## config.mk

```make
export PLATFORM = sky130hd
export DESIGN_NAME = mac_job_scheduler
export DESIGN_NICKNAME = d
export VERILOG_FILES = /design/src/rtl/mac_package.sv /design/src/rtl/mac_rr_arbiter.sv /design/src/rtl/mac_job_scheduler.sv
export SDC_FILE = /design/constraint.sdc
export NUM_CORES = 1
export LEC_CHECK = 0
export ABC_AREA = 1
export BUFFER_PORTS_ARGS = -buffer_cell sky130_fd_sc_hd__buf_2
export CORE_MARGIN = 3
export CORE_UTILIZATION = 51
export CTS_BUF_LIST = sky130_fd_sc_hd__clkbuf_4 sky130_fd_sc_hd__clkbuf_8
export DETAILED_ROUTE_END_ITERATION = 10
export GPL_TIMING_DRIVEN = 0
export HOLD_SLACK_MARGIN = 0.1
export PLACE_DENSITY = 0.82
export REMOVE_ABC_BUFFERS = 1
export SETUP_SLACK_MARGIN = 0.5
export SYNTH_ARGS = -nofsm -noshare
export SYNTH_HDL_FRONTEND = slang
export SYNTH_SLANG_ARGS = --single-unit
```

## constraint.sdc

```tcl
create_clock -name clk_i -period 2.6 [get_ports clk_i]
set_clock_uncertainty 0.2 [all_clocks]
set_input_delay 0.13 -clock clk_i [delete_from_list [all_inputs] [get_ports clk_i]]
set_output_delay 0.13 -clock clk_i [all_outputs]
set_load 0.01 [all_outputs]
```

## src/rtl/mac_package.sv

```systemverilog
// Shared types for the MAC job scheduler: FSM state encoding and per-cycle control flags.
package mac_package;

  typedef enum logic [2:0] {
    ST_IDLE,
    ST_LOAD,
    ST_COMPUTE,
    ST_DRAIN,
    ST_DONE
  } sched_state_t;

  typedef struct packed {
    logic load_start;
    logic eng_start;
    logic done;
    logic progress;
    logic timeout;
  } sched_flags_t;

endpackage

```

## src/rtl/mac_rr_arbiter.sv

```systemverilog
// Round-robin arbiter: searches from (last grant + 1) mod N_REQ, returns one-hot grant and index.
module mac_rr_arbiter #(
  parameter  int N_REQ = 2,
  localparam int IW    = $clog2(N_REQ)
) (
  input  logic             clk_i,
  input  logic             rst_i,
  input  logic             clear_i,
  input  logic [N_REQ-1:0] req_i,
  input  logic             upd_i,
  output logic [N_REQ-1:0] gnt_o,
  output logic [IW-1:0]    gnt_idx_o
);

  localparam logic [IW-1:0] LAST = IW'(N_REQ - 1);

  logic [IW-1:0] ptr;
  logic [IW:0]   idx;
  logic          found;

  // One extra bit on idx so ptr+i never wraps before the explicit mod-N fold.
  always_comb begin
    gnt_o     = '0;
    gnt_idx_o = '0;
    found     = 1'b0;
    idx       = '0;
    for (int i = 1; i <= N_REQ; i++) begin
      idx = {1'b0, ptr} + (IW+1)'(i);
      if (idx >= (IW+1)'(N_REQ)) idx = idx - (IW+1)'(N_REQ);
      if (!found && req_i[idx[IW-1:0]]) begin
        found                  = 1'b1;
        gnt_o[idx[IW-1:0]]     = 1'b1;
        gnt_idx_o              = idx[IW-1:0];
      end
    end
  end

  always_ff @(posedge clk_i or posedge rst_i) begin
    if (rst_i)                 ptr <= LAST;
    else if (clear_i)          ptr <= LAST;
    else if (upd_i && |req_i)  ptr <= gnt_idx_o;
  end

endmodule

```

## src/rtl/mac_job_scheduler.sv

```systemverilog
// Shares one MAC engine among N_REQ requesters: grant, stream in, compute, drain, signal done.
module mac_job_scheduler
  import mac_package::*;
#(
  parameter  int N_REQ = 2,
  parameter  int LEN_W = 16,
  parameter  int TMO_W = 16,
  localparam int OW    = $clog2(N_REQ)
) (
  input  logic                        clk_i,
  input  logic                        rst_i,
  input  logic                        clear_i,
  input  logic [N_REQ-1:0]            req_valid_i,
  input  logic [N_REQ-1:0][LEN_W-1:0] req_in_len_i,
  input  logic [N_REQ-1:0][LEN_W-1:0] req_out_len_i,
  output logic [N_REQ-1:0]            req_ready_o,
  output logic                        load_start_o,
  output logic                        eng_start_o,
  output logic [LEN_W-1:0]            load_len_o,
  output logic [LEN_W-1:0]            drain_len_o,
  input  logic                        in_beat_i,
  input  logic                        out_beat_i,
  input  logic                        eng_done_i,
  output logic [N_REQ-1:0]            done_evt_o,
  output logic                        busy_o,
  output logic [OW-1:0]               owner_o,
  output logic                        err_o
);

  // Trip one short of all-ones so err_o rises exactly when the count would reach all-ones.
  localparam logic [TMO_W-1:0] WD_TRIP = {{(TMO_W-1){1'b1}}, 1'b0};

  sched_state_t       state, nxt;
  sched_flags_t       fl;
  logic [OW-1:0]      owner;
  logic [LEN_W-1:0]   in_len, out_len, cnt, cnt_nx;
  logic [TMO_W-1:0]   wdog;
  logic               entry, err, accept, busy_st;
  logic [N_REQ-1:0]   gnt;
  logic [OW-1:0]      gnt_idx;

  mac_rr_arbiter #(.N_REQ(N_REQ)) u_arb (
    .clk_i     (clk_i),
    .rst_i     (rst_i),
    .clear_i   (clear_i),
    .req_i     (req_valid_i),
    .upd_i     (accept),
    .gnt_o     (gnt),
    .gnt_idx_o (gnt_idx)
  );

  assign cnt_nx  = cnt + LEN_W'(1);
  assign busy_st = (state == ST_LOAD) || (state == ST_COMPUTE) || (state == ST_DRAIN);

  always_comb begin
    nxt    = state;
    fl     = '0;
    accept = (state == ST_IDLE) && (|req_valid_i) && !clear_i && !rst_i;
    case (state)
      ST_IDLE:    if (accept) nxt = (req_in_len_i[gnt_idx] != '0) ? ST_LOAD : ST_COMPUTE;
      ST_LOAD: begin
        fl.load_start = entry;
        fl.progress   = in_beat_i;
        if (in_beat_i && cnt_nx == in_len) nxt = ST_COMPUTE;
      end
      ST_COMPUTE: begin
        fl.eng_start = entry;
        fl.progress  = eng_done_i;
        if (eng_done_i) nxt = (out_len != '0) ? ST_DRAIN : ST_DONE;
      end
      ST_DRAIN: begin
        fl.progress = out_beat_i;
        if (out_beat_i && cnt_nx == out_len) nxt = ST_DONE;
      end
      ST_DONE: begin
        fl.done = 1'b1;
        nxt     = ST_IDLE;
      end
      default: nxt = ST_IDLE;
    endcase
    fl.timeout = busy_st && !fl.progress && (wdog == WD_TRIP);
    if (fl.timeout) nxt = ST_IDLE;
    if (clear_i) begin
      nxt = ST_IDLE;
      fl  = '0;
    end
  end

  always_ff @(posedge clk_i or posedge rst_i) begin
    if (rst_i) begin
      state   <= ST_IDLE;
      owner   <= '0;
      in_len  <= '0;
      out_len <= '0;
      cnt     <= '0;
      wdog    <= '0;
      entry   <= 1'b0;
      err     <= 1'b0;
    end else if (clear_i) begin
      state <= ST_IDLE;
      cnt   <= '0;
      wdog  <= '0;
      entry <= 1'b0;
      err   <= 1'b0;
    end else begin
      state <= nxt;
      entry <= (nxt != state);
      if (accept) begin
        owner   <= gnt_idx;
        in_len  <= req_in_len_i[gnt_idx];
        out_len <= req_out_len_i[gnt_idx];
      end
      if (nxt != state) begin
        cnt  <= '0;
        wdog <= '0;
      end else begin
        if ((state == ST_LOAD && in_beat_i) || (state == ST_DRAIN && out_beat_i)) cnt <= cnt_nx;
        if (fl.progress || !busy_st) wdog <= '0;
        else                         wdog <= wdog + TMO_W'(1);
      end
      if (fl.timeout) err <= 1'b1;
    end
  end

  always_comb begin
    done_evt_o = '0;
    if (fl.done) done_evt_o[owner] = 1'b1;
  end

  assign req_ready_o  = accept ? gnt : '0;
  assign load_start_o = fl.load_start;
  assign eng_start_o  = fl.eng_start;
  assign load_len_o   = in_len;
  assign drain_len_o  = out_len;
  assign busy_o       = (state != ST_IDLE);
  assign owner_o      = owner;
  assign err_o        = err;

endmodule

```

==> results by group <==
Run status
  • Status: finished with violations
  • Failing checks: negative hold slack, negative setup slack

CTS
  • TritonCTS clock tree: built
  • CTS clk-pin slew, worst paths: 0.09 ns
  • Post-CTS Hold Buffers: 49
  • Clock sink total: 71
  • Clock root buffer: clkbuf_8
  • Total CTS buffers: 9
  • Clk buf depth: 2
  • Htree depth: 3
  • Worst-skew pair later-pin latency: 0.37 ns

Synth
  • Unique masters post-synth: 32
  • Cell taking the most area after synthesis: dfrtp_1
  • Post-synth top cells: 235 x nand2_1, 93 x inv_1, 70 x dfrtp_1, 68 x nand3_1, 63 x nor2_1
  • Syn Inst Count: 709
  • Post-synthesis sequential area ratio: 38.0%
  • Yosys top cell area share: 37.4%
  • Count leader, synth: nand2_1
  • Ys async rst share: 100%
  • #FFs+latches synth: 71
  • Synth area leaders: dfrtp_1 37%, nand2_1 19%, inv_1 7.5%
  • Syn Area/Cell: 6.60 µm²
  • Post-Syn Area: 4680 µm²
  • Ys Warns: 0
  • Number of synthesized flops with an enable pin: 0
  • Top FF cell, synth: dfrtp_1

STA
  • Worst slew pin tran: 0.905 ns
  • Max-slew violations: 0
  • Final hold vios: 3
  • Fin Setup TNS: -27.74 ns
  • # setup viols final: 36
  • Tcrit/Tclk final: 133%
  • Worst Slack Setup Final: -0.865 ns
  • Relative slew margins: 39.6%
  • Final Critical Period: 3.46 ns
  • Fmax: 289 MHz
  • Hold WS: -0.146 ns
  • RSZ-0062 raised after global routing: true

Critical path
  • Crit path to: cnt[2]
  • Flop2flop setup slack: -0.86 ns
  • Critical path depth in cells: 21
  • R2r worst-path depth: 21
  • CP Class: reg2reg
  • Crit path cell chain: nand2_1, nor2_4, buf_4, nand2_2, nand2_2, nand2_2, nand2_1, nand2_1, inv_1, nand3_2, nor2_4, nand2_2, nand2_2, nand3_2, nand3_2, nand2_2, nor2_4, buf_6, nand3_4, buf_12, nor2_2
  • Crit path DAT: 3.56 ns
  • Worst r2r src: cnt[5]
  • Reg-to-Reg End: cnt[2]
  • Slowest cell delay on critical path: 0.45 ns
  • Buf/Inv on CP: 4
  • CP most frequent cell: nand2_2
  • Max Fanout on Critical Path: 7
  • Delay-heaviest family, CP: simple AND/OR/NAND/NOR gates
  • CP startpoint: cnt[5]
  • Setup crit start kind: flip-flop
  • Worst path slowest cell: dfrtp_1
  • CP Capture Type: flip-flop
  • CP required: 2.70 ns

Finish
  • Area grow syn2layout: 56.6%
  • Fin util: 83.2%
  • # diodes: 0
  • Share of layout cells above drive strength 1: 37.6%
  • Multi-input gate area: 3080 µm²
  • Fin nets: 1,004
  • Design area: 7330 µm²
  • Finished Layout Cells: 1,042
  • Fillers: 398
  • Register area: 1790 µm²

Routing
  • Vias per inst: 6.68
  • Post-route ant nets: 0
  • DRC Markers: 0
  • Initial DRC count: 1,243
  • WL/cell: 23.1 µm
  • DRT Wirelength: 24,100 µm
  • Via count: 6,963
  • DRT Pass-1 Iters: 9

Global route
  • M1 GR Usage: 41.4%
  • Vias in the first global route: 5,700
  • Largest net degree at the start of global routing: 72
  • GRT overflow: 0
  • Global-route wire length before repair: 27,400 µm
  • Initial antenna violation count: 0
  • Global Route met2 Usage: 56.8%
  • M3 GR Usage: 5.72%
  • Gr usage total: 33.9%
  • GR peak layer: met2

Floorplan
  • Num rows: 34
  • Initial Utilization: 53.1%
  • Die height: 102 µm
  • Die Width: 102 µm
  • Die area: 10,400 µm²
  • Number of top-level pins: 113
  • Core area: 8810 µm²

Place
  • Port Buf Inserts: 112
  • HPWL after detailed placement: 9960 µm
  • Placed insts: 910
  • Final GP Congestion: 0.927
  • Placement Cell Area: 5280 µm²

Pwr
  • PwrDens: 500 nW/µm²
  • Pwr Total: 0.00366 W
  • Worst VDD drop: 0.000382 V
  • Leak Pwr: 3.46 nW

Hold path
  • HP Class: in2reg
  • Hold Path Depth: 3

Flow run
  • Max-Cap Viols: 0
metal layers:
metal  share of wire, %  vias to the layer above
li1                   -                     2702
met1                 31                     3111
met2                 43                      813
met3                 14                      337
met4                 12                        0
met5                  0                        -
sequential cells by signal, indices dropped and copies added, names as in the netlist:
signal,cells
cnt,16
drain_len_o,16
load_len_o,16
wdog,16
state,3
entry,1
err_o,1
owner_o,1
u_arb.ptr,1
worst register-to-register path, delay by kind of cell (launching register included):
family                 cells  cell delay (ns)
buffers and inverters      4             0.73
DFF                        1             0.45
and+or+nand+nor           17             2.02
worst min-delay path by stage:
stage / startpoint / endpoint
final: req_in_len_i[16] / load_len_o[0]
after global routing: req_in_len_i[16] / load_len_o[0]
after CTS: req_in_len_i[16] / load_len_o[0]
after detailed placement: req_out_len_i[24] / drain_len_o[8]
after global placement: req_out_len_i[24] / drain_len_o[8]
after floorplan: clear_i / entry
kinds of logic after synthesis:
group | after synthesis | share of synthesized area, %
flops | 71 | 38.0
fa+ha+maj | 3 | 0.802
xor+xnor | 4 | 0.749
buf+inv | 114 | 9.76
simple gates | 444 | 41.8
compound gates | 73 | 8.91
where the power goes:
part | total, W | internal, W | leakage (nW) | switching (W)
logic | 0.00120 | 0.000464 | 2.44 | 0.000735
clock network | 0.00106 | 0.000551 | 0.107 | 0.000511
registers | 0.00140 | 0.00122 | 0.913 | 0.000177
placed cells by master, fill, tap and decap left out, types with 2 or more instances in the layout:
master | netlist | routed
inv_2 | 1 | 2
clkinvlp_4 | 0 | 5
nand3b_1 | 5 | 5
a21oi_2 | 1 | 3
o21ai_0 | 44 | 41
bufinv_16 | 0 | 2
or2_2 | 2 | 2
a21oi_1 | 8 | 4
a31oi_1 | 3 | 3
nor2_1 | 63 | 43
dfrtp_2 | 0 | 7
nand2_4 | 0 | 12
nand4_1 | 17 | 17
nor3_2 | 0 | 4
inv_1 | 93 | 89
buf_6 | 3 | 17
nor3_1 | 10 | 5
inv_6 | 0 | 3
clkbuf_8 | 0 | 9
o21ai_1 | 0 | 3
dfrtp_1 | 70 | 63
nand2_1 | 235 | 179
nand3_2 | 1 | 13
ha_1 | 3 | 2
dlymetal6s4s_1 | 0 | 3
dlygate4sd3_1 | 0 | 46
nand3_1 | 68 | 54
nand2_2 | 1 | 47
nor2_4 | 2 | 36
buf_12 | 0 | 9
xor2_1 | 3 | 3
buf_4 | 1 | 37
buf_2 | 2 | 110
nand3_4 | 0 | 3
o211ai_1 | 15 | 15
nor2_2 | 35 | 21
nor4_1 | 4 | 3
a21oi_4 | 0 | 2
through the flow:
step           hold WS [ns]  setup WS [ns]
3_5_place_dp          0.147          -1.65
4_1_cts              -0.152         -0.298
5_1_grt              -0.124         -0.892
2_1_floorplan      -0.00686         -0.662
3_3_place_gp          0.137          -1.44
6_report             -0.146         -0.865
final cells by class:
type	count	area share [%]
timing repair inverter	1	0.102
timing repair buffer	223	23.6
clock buffer	9	1.69
multi-input combinational	528	42.0
clock inverter	7	1.38
tap	108	1.84
sequential	71	24.4
inverter	95	5.00
what timing repair did:
item / CTS / global route
cloned: 5 / 1
pin swaps: 41 / 41
buffers inserted: 37 / 24
resized for setup: 88 / 111
endpoints found under the setup margin: 66 / 70
hold endpoints to repair: 109 / 8
(Power assumes the default switching activity.)
